===== config.mk =====
export PLATFORM = sky130hd
export DESIGN_NAME = stim_sequencer_flat
export DESIGN_NICKNAME = d
export VERILOG_FILES = /design/src/rtl/stim_sequencer_if.sv /design/src/rtl/stim_sequencer.sv /design/src/flat_wrapper.sv
export SDC_FILE = /design/constraint.sdc
export NUM_CORES = 1
export LEC_CHECK = 0
export ABC_AREA = 1
export CORE_MARGIN = 3
export CORE_UTILIZATION = 45
export CTS_BUF_LIST = sky130_fd_sc_hd__clkbuf_2
export CTS_CLUSTER_DIAMETER = 30
export CTS_CLUSTER_SIZE = 40
export DETAILED_ROUTE_END_ITERATION = 6
export GPL_ROUTABILITY_DRIVEN = 0
export GPL_TIMING_DRIVEN = 1
export PLACE_DENSITY = 0.75
export SYNTH_ARGS = -nofsm -noshare
export SYNTH_HDL_FRONTEND = slang
export SYNTH_SLANG_ARGS = --single-unit

===== constraint.sdc =====
create_clock -name CLK -period 6.17 [get_ports CLK]
set_input_delay 1.234 -clock CLK [delete_from_list [all_inputs] [get_ports CLK]]
set_output_delay 1.234 -clock CLK [all_outputs]
set_load 0.005 [all_outputs]

===== src/rtl/stim_sequencer_if.sv =====
// stim_sequencer_if: stimulus/response bundle between the sweep sequencer and the gate under test.
// The log member exists only when STIM_SEQUENCER_LOG_EN is defined.
interface stim_sequencer_if #(parameter int N = 2);
   logic           start;
   logic [1:0]     op;
   logic [N-1:0]   vec;
   logic           dut_y;
   logic           busy;
   logic           done;
   logic [N:0]     err_cnt;
   logic           pass;
`ifdef STIM_SEQUENCER_LOG_EN
   logic [2**N-1:0] log;
`endif
   modport master (
      input  start, op, dut_y,
      output vec, busy, done, err_cnt, pass
`ifdef STIM_SEQUENCER_LOG_EN
      , output log
`endif
   );
   modport slave (
      output start, op, dut_y,
      input  vec, busy, done, err_cnt, pass
`ifdef STIM_SEQUENCER_LOG_EN
      , input log
`endif
   );
endinterface


===== src/rtl/stim_sequencer.sv =====
// stim_sequencer: sweeps every N-bit vector, holding each HOLD cycles, and counts gate-output mismatches.
// Optional per-vector response log enabled by STIM_SEQUENCER_LOG_EN.
module stim_sequencer #(
   parameter int N    = 2,
   parameter int HOLD = 10
) (
   input  logic               CLK,
   input  logic               RST_X,
   stim_sequencer_if.master   bus
);
   typedef enum logic [1:0] {IDLE, RUN, DONE} state_t;
   state_t       r_state;
   logic [7:0]   r_cnt;
   logic [1:0]   r_op_q;
   logic [N-1:0] r_vec;
   logic [N:0]   r_err_cnt;
   logic         r_busy, r_done, r_pass;
   logic         w_exp, w_sample;
   logic [N:0]   w_err_nxt;
   always_comb begin
      w_exp     = r_op_q == 2'd0 ? &r_vec :
                  r_op_q == 2'd1 ? |r_vec :
                  r_op_q == 2'd2 ? ^r_vec : ~&r_vec;
      w_sample  = r_state == RUN && r_cnt == 8'(HOLD - 1);
      w_err_nxt = r_err_cnt + (N+1)'(bus.dut_y != w_exp);
   end
   always_ff @(posedge CLK or negedge RST_X) begin
      if (!RST_X) begin
         r_state   <= IDLE;
         r_cnt     <= '0;
         r_op_q    <= '0;
         r_vec     <= '0;
         r_err_cnt <= '0;
         r_busy    <= 1'b0;
         r_done    <= 1'b0;
         r_pass    <= 1'b0;
      end else if (r_state != RUN) begin
         if (bus.start) begin
            r_state   <= RUN;
            r_cnt     <= '0;
            r_op_q    <= bus.op;
            r_vec     <= '0;
            r_err_cnt <= '0;
            r_busy    <= 1'b1;
            r_done    <= 1'b0;
            r_pass    <= 1'b0;
         end
      end else if (w_sample) begin
         r_err_cnt <= w_err_nxt;
         r_cnt     <= '0;
         // the last vector stays on the bus while DONE is reported
         if (&r_vec) begin
            r_state <= DONE;
            r_busy  <= 1'b0;
            r_done  <= 1'b1;
            r_pass  <= w_err_nxt == '0;
         end else begin
            r_vec <= r_vec + 1'b1;
         end
      end else begin
         r_cnt <= r_cnt + 1'b1;
      end
   end
`ifdef STIM_SEQUENCER_LOG_EN
   logic [2**N-1:0] r_log;
   always_ff @(posedge CLK or negedge RST_X) begin
      if (!RST_X)
         r_log <= '0;
      else if (r_state != RUN && bus.start)
         r_log <= '0;
      else if (w_sample)
         r_log[r_vec] <= bus.dut_y;
   end
   assign bus.log = r_log;
`endif
   assign bus.vec     = r_vec;
   assign bus.busy    = r_busy;
   assign bus.done    = r_done;
   assign bus.err_cnt = r_err_cnt;
   assign bus.pass    = r_pass;
endmodule


===== src/flat_wrapper.sv =====
// flat-port wrapper written by rule: the top's interface ports become plain ports
module stim_sequencer_flat 
#(
   parameter int N    = 2,
   parameter int HOLD = 10
)
  (CLK, RST_X, bus_start, bus_op, bus_dut_y, bus_vec, bus_busy, bus_done, bus_err_cnt, bus_pass);
  stim_sequencer_if #(.N(N)) bus_i ();
  input  logic CLK;
  input  logic RST_X;
  input wire logic [$bits(bus_i.start)-1:0] bus_start;
  input wire logic [$bits(bus_i.op)-1:0] bus_op;
  input wire logic [$bits(bus_i.dut_y)-1:0] bus_dut_y;
  output wire logic [$bits(bus_i.vec)-1:0] bus_vec;
  output wire logic [$bits(bus_i.busy)-1:0] bus_busy;
  output wire logic [$bits(bus_i.done)-1:0] bus_done;
  output wire logic [$bits(bus_i.err_cnt)-1:0] bus_err_cnt;
  output wire logic [$bits(bus_i.pass)-1:0] bus_pass;
  assign bus_i.start = bus_start;
  assign bus_i.op = bus_op;
  assign bus_i.dut_y = bus_dut_y;
  assign bus_vec = bus_i.vec;
  assign bus_busy = bus_i.busy;
  assign bus_done = bus_i.done;
  assign bus_err_cnt = bus_i.err_cnt;
  assign bus_pass = bus_i.pass;
  stim_sequencer #(.N(N), .HOLD(HOLD)) u_core (.CLK(CLK), .RST_X(RST_X), .bus(bus_i));
endmodule

==> impl_metrics.yaml, run 1 <==
run_status:
  status: "completed"
floorplan:
  design.portCount: 14
  rows: 16
  core_sq_um: 2060
  die_height_um: 53.6
  dieWidth_um: 53.6
  die-area_sq_um: 2870
  start_util: 0.495
setup_path:
  required_ns: 4.94
  crit_path_max_incr_delay_ns: 0.53
  path_cells: "clkdlybuf4s50_1"
  startpoint_type: "flop"
  cp.depth: 1
  slowest_stage: "clkdlybuf4s50_1"
  path_delay_family: "buffers and inverters"
  path_max_fanout: 3
  rr_worst_depth: 12
  timing.rr.start: "u_core.bus.vec[0]$_DFFE_PN0P_"
  crit_buf_inv: 1
  critPathArrivalTime_ns: 1.27
  crit_type: "flop to primary output"
  crit_start: "u_core.bus.done$_DFFE_PN0P_"
  end_kind: "primary output"
logic_synthesis:
  yosysUniqueCellTypes: 20
  ys_seq_elements: 18
  netlist_area_sq_um: 1020
  syn-num-nets: 136
  yosys.area.top_type: "dfrtp_1"
  yosys.area.top_type_share: 0.442
  yosysWarningCount: 0
  syn_avg_cell_area_sq_um: 8.22
  ys_seq_area_frac: 0.442
  synth.area.top_cells: "dfrtp_1 44%, nand2_1 14%, ha_1 7.4%"
  synth_cells: 124
routing:
  drc: 0
  ant_nets: 0
  vias: 843
  vias_per_cell: 5.05
  firstDrtPassIters: 5
  drt_iter0_drc: 21
  routed_wl_um: 1980
  wl_per_cell_um: 11.8
pwr:
  vdd_ir_drop_max_v: 0.000207
  seqPwrFrac: 0.438
  switching_share: 0.416
  p_leak_uw: 0.000577
  p_switching_uw: 161
  p_int_uw: 225
  power_density_nw_per_um2: 325
  p_comb_frac: 0.433
  p_total_uw: 386
  clkPwrFrac: 0.129
grt:
  grt_antenna_before_repair: 0
  globalRouteOverflowTotal: 0
  grt_max_degree: 19
  grt_pass1_vias: 874
  grtUsageTotal: 0.173
  grt_pass1_wl_um: 3670
min_path:
  hold_start: "u_core.bus.pass$_DFFE_PN0P_"
  hold_depth: 2
  hp-class: "flop to flop"
clock_network:
  root_buffer: "clkbuf_2"
  postCtsHoldBufs: 0
  cts_tree: "built"
  cts_buffers: 3
  cts.sinks: 18
  postCtsSetupBuffers: 0
  clock_latency_ns: 0.30
  htree_levels: 1
  clk_pin_slew_ns: 0.16
  clock_path_buffers: 2
  cts.repair.resized: 0
sta:
  finalCritPeriodShare: 0.406
  setup_viol: 0
  post-route-min-period_ns: 2.51
  maxSlewHeadroom: 0.477
  tightest_slew_ns: 0.782
  rsz0062_at_grt: "no"
  finalSetupTns_ns: 0
  skew_ns: 0.00163
  max_freq_ghz: 0.399
  final_hold_viol_count: 0
  slew_viol_final: 0
final_layout:
  fillers: 189
  drive_gt1_frac: 0.0714
  antenna_cells: 0
  layout_commonest_cell: "nand2_1"
  final_nets: 153
  synthToLayoutAreaGrowth_pct: 16.6
  layout_common_cells: "38 x nand2_1, 18 x dfrtp_1, 16 x inv_1"
placement:
  portBuffers: 13
  hpwl_um: 1550
flow_run:
  max_cap_violations: 0
==> stage by stage <==
stage	std cells	util	area (sq um)	hold WS, ns	setup slack [ns]
floorplan	124	-	1020	0.464	3.90
global placement	163	0.567	1170	0.474	3.42
detailed placement	163	0.567	1170	0.489	3.35
CTS	167	0.576	1190	0.526	3.64
global route	167	0.576	1190	0.562	3.58
finish	167	0.576	1190	0.529	3.66
==> synth_stat cells (all sizes together) <==
cell / number
xor2: 3
xnor2: 1
inv: 17
a21oi: 1
clkbuf: 1
o31ai: 1
o211ai: 2
o21ai: 7
nand3: 11
dfrtp: 18
nor2: 10
ha: 6
nand2: 39
nand4: 3
o22ai: 4
==> final timing paths <==
check                      slack (ns)                                end
hold / removal                   0.53        u_core.bus.pass$_DFFE_PN0P_
min in group asynchronous        1.37  u_core.bus.err_cnt[0]$_DFFE_PN0P_
setup / recovery                 3.66                           bus_done
hold reg to reg                  0.53        u_core.bus.pass$_DFFE_PN0P_
setup reg to reg                 3.96        u_core.bus.pass$_DFFE_PN0P_
max in group asynchronous        4.33      u_core.r_state[0]$_DFFE_PN0P_
==> worst min-delay path: stages, from the launching register on <==
cell and delay, ns:
dfrtp_1 0.40, nand2_1 0.06, nand2_1 0.05
==> final cells by class <==
class | count | area (sq um) | area share
multi-input cells | 88 | 492 | 0.414
flip-flops and latches | 18 | 450 | 0.379
repair buffers | 13 | 130 | 0.109
inverters | 17 | 63.8 | 0.0537
well taps | 27 | 33.8 | 0.0284
clock buffers | 3 | 15.0 | 0.0126
clock inverters | 1 | 3.75 | 0.00316
==> per-layer routing <==
| metal | up-vias | part of all wire | track usage |
|---|---|---|---|
| met1 | 387 | 0.49 | 0.225 |
| met4 | 0 | 0.0061 | 0.0638 |
| met5 | - | 0 | 0 |
| met3 | 4 | 0.035 | 0.0443 |
| li1 | 434 | - | - |
| met2 | 18 | 0.47 | 0.278 |
==> cell families after synthesis <==
family          Yosys count  share of synthesized area
fa+ha+maj                 6                     0.0736
simple gates             63                      0.277
flops                    18                      0.442
compound gates           15                     0.0969
xor+xnor                  4                     0.0344
buf+inv                  18                     0.0761
==> sequential cells by signal (all words and copies together) (netlist names) <==
| register | cells |
|---|---|
| u_core.r_cnt | 8 |
| u_core.bus.err_cnt | 3 |
| u_core.bus.vec | 2 |
| u_core.r_op_q | 2 |
| u_core.bus.done | 1 |
| u_core.bus.pass | 1 |
| u_core.r_state | 1 |
==> power groups by stage <==
stage	clock network [uW]	logic, uW	registers [uW]
after global placement	0	162	169
final	49.7	167	169
after CTS	51.3	169	169
after detailed placement	0	168	171
after floorplan	0	126	166
after global routing	56.7	195	173
Power figures use the tool's default switching activity.
==> inputs of run 2 (changes only) <==
--- a/config.mk
+++ b/config.mk
@@ -14,7 +14,7 @@
 export DETAILED_ROUTE_END_ITERATION = 6
 export GPL_ROUTABILITY_DRIVEN = 0
 export GPL_TIMING_DRIVEN = 1
-export PLACE_DENSITY = 0.75
+export PLACE_DENSITY = 0.77
 export SYNTH_ARGS = -nofsm -noshare
 export SYNTH_HDL_FRONTEND = slang
 export SYNTH_SLANG_ARGS = --single-unit
==> constraint.sdc (replaced) <==
create_clock -name CLK -period 2.25 [get_ports CLK]
set_input_delay 0.45 -clock CLK [delete_from_list [all_inputs] [get_ports CLK]]
set_output_delay 0.45 -clock CLK [all_outputs]
set_load 0.005 [all_outputs]
==> run 2 against run 1 <==
  * Global-route usage increased by 0.40 points
  * Worst hold slack worse by 0.084 ns
  * Via count grew 0.47%
  * Sequential share of layout area down 0.63 points
  * First-iteration DRC count down 62%
  * Die area stayed put
  * Largest cell class unchanged
  * Largest power group is now combinational logic
==> impl_metrics.yaml, run 2 (synthesized netlist as in run 1, its figures left out) <==
run_status:
  status: "completed"
final_layout:
  top_register: "u_core.r_cnt"
  antenna_cells: 0
  largest_reg_flops: 8
  layout_commonest_cell: "nand2_1"
  drive_gt1_frac: 0.0922
  layout_common_cells: "38 x nand2_1, 18 x dfrtp_1, 15 x inv_1"
  synthToLayoutAreaGrowth_pct: 18.5
  final_nets: 154
  final_util: 0.586
sta:
  post-route-min-period_ns: 2.08
  skew_ns: 0.00889
  finalCritPeriodShare: 0.926
  finalSetupTns_ns: 0
  max_freq_ghz: 0.480
  tightest_slew_ns: 0.359
  rsz0062_at_grt: "no"
  final_hold_viol_count: 0
  slew_viol_final: 0
  setup_viol: 0
  maxSlewHeadroom: 0.760
setup_path:
  rr_worst_depth: 12
  slowest_stage: "dfrtp_1"
  crit_type: "flop to flop"
  end_kind: "flop"
  cpMostUsedCell: "nand2_1"
  path_max_fanout: 4
  crit_buf_inv: 1
  r2r_end: "u_core.bus.pass$_DFFE_PN0P_"
  timing.rr.start: "u_core.bus.vec[0]$_DFFE_PN0P_"
  rrSetupSlack_ns: 0.17
  crit_path_max_incr_delay_ns: 0.46
  startpoint_type: "flop"
  required_ns: 2.51
  critPathArrivalTime_ns: 2.34
  path_delay_family: "adder cells"
  path_cells: "inv_2 > ha_4 > o211ai_1 > nand2_1 > xor2_1 > ha_1 > ha_1 > nor2_1 > nand2_1 > nor2_1 > nand4_1 > nand2_1"
clock_network:
  clk_pin_slew_ns: 0.18
  root_buffer: "clkbuf_2"
  cts_buffers: 3
  clock_latency_ns: 0.30
  cts_tree: "built"
  clock_path_buffers: 2
  postCtsHoldBufs: 0
  cts.sinks: 18
  htree_levels: 1
grt:
  grt_pass1_vias: 903
  grt_pass1_wl_um: 3660
  grt_antenna_before_repair: 0
  grt_max_degree: 19
  grt_util_met1: 0.222
  grt_util_met2: 0.298
  globalRouteOverflowTotal: 0
  busiest_layer: "met2"
  grtUsageTotal: 0.177
  use_met3: 0.0332
floorplan:
  dieWidth_um: 53.6
  design.portCount: 14
  die_height_um: 53.6
  die-area_sq_um: 2870
  start_util: 0.495
  rows: 16
  core_sq_um: 2060
pwr:
  p_leak_uw: 0.000583
  p_total_uw: 1070
  power_density_nw_per_um2: 887
  vdd_ir_drop_max_v: 0.000617
routing:
  vias: 847
  ant_nets: 0
  firstDrtPassIters: 4
  vias_per_cell: 5.04
  routed_wl_um: 2010
  drt_iter0_drc: 8
  drc: 0
  wl_per_cell_um: 12.0
placement:
  hpwl_um: 1520
  portBuffers: 13
flow_run:
  max_cap_violations: 0
min_path:
  hp-class: "input port to asynchronous set/reset pin"
## run 2: changes by cell type in the layout (fill, tap and decap cells not counted)
cell / previous run / this run
ha_4: 0 / 1
buf_4: 0 / 1
inv_2: 1 / 2
ha_1: 6 / 5
inv_1: 16 / 15
## run 2: worst reg2reg max path, stage by stage (launching register included)
cell      delay, ns
dfrtp_1        0.46
inv_2          0.10
ha_4           0.20
o211ai_1       0.15
nand2_1        0.08
xor2_1         0.15
ha_1           0.18
ha_1           0.29
nor2_1         0.10
nand2_1        0.06
nor2_1         0.10
nand4_1        0.10
nand2_1        0.08
## run 2: layer usage
metal / routed length [um] / share of wire / vias to the layer above
met5: 0 / 0 / -
met4: 25 / 0.012 / 0
met3: 82 / 0.041 / 4
met2: 946 / 0.47 / 19
met1: 958 / 0.48 / 391
li1: - / - / 433
## run 2: cell type report
class	instances	area [sq um]
tap	27	33.8
sequential	18	450
inverter	17	63.8
clock inverter	1	3.75
fill	192	853
clock buffer	3	15.0
timing repair buffer	14	138
multi-input combinational	88	504
## run 2: what timing repair did
| item | in CTS | in global routing |
|---|---|---|
| gates resized for setup | 0 | 2 |
| setup buffers | 0 | 0 |
| setup endpoints to repair | 0 | 1 |
## run 2: through the flow
stage	cells	instance area [sq um]	hold WS, ns	setup WS [ns]
after detailed placement	164	1180	0.487	0.135
final	168	1210	0.445	0.166
after CTS	168	1200	0.449	0.0944
after floorplan	124	1020	0.154	0.255
after global routing	168	1210	0.445	0.000747
after global placement	164	1180	0.461	0.201
## run 2: worst max-delay path by stage
stage	from	end	slack, ns	depth (start not counted)
6_report	u_core.bus.vec[0]$_DFFE_PN0P_	u_core.bus.pass$_DFFE_PN0P_	0.17	12
5_1_grt	u_core.bus.vec[1]$_DFFE_PN0P_	u_core.bus.pass$_DFFE_PN0P_	0.0007	12
4_1_cts	u_core.bus.vec[0]$_DFFE_PN0P_	u_core.bus.pass$_DFFE_PN0P_	0.09	12
3_5_place_dp	u_core.bus.vec[0]$_DFFE_PN0P_	u_core.bus.pass$_DFFE_PN0P_	0.14	12
3_3_place_gp	u_core.bus.vec[0]$_DFFE_PN0P_	u_core.bus.pass$_DFFE_PN0P_	0.20	12
2_1_floorplan	u_core.bus.vec[0]$_DFFE_PN0P_	u_core.bus.pass$_DFFE_PN0P_	0.25	12
## run 2: power by group
part / internal (uW) / switching (uW) / total, uW
clock network: 38.7 / 103 / 142
registers: 394 / 68.2 / 462
logic: 190 / 278 / 468
total: 623 / 449 / 1070
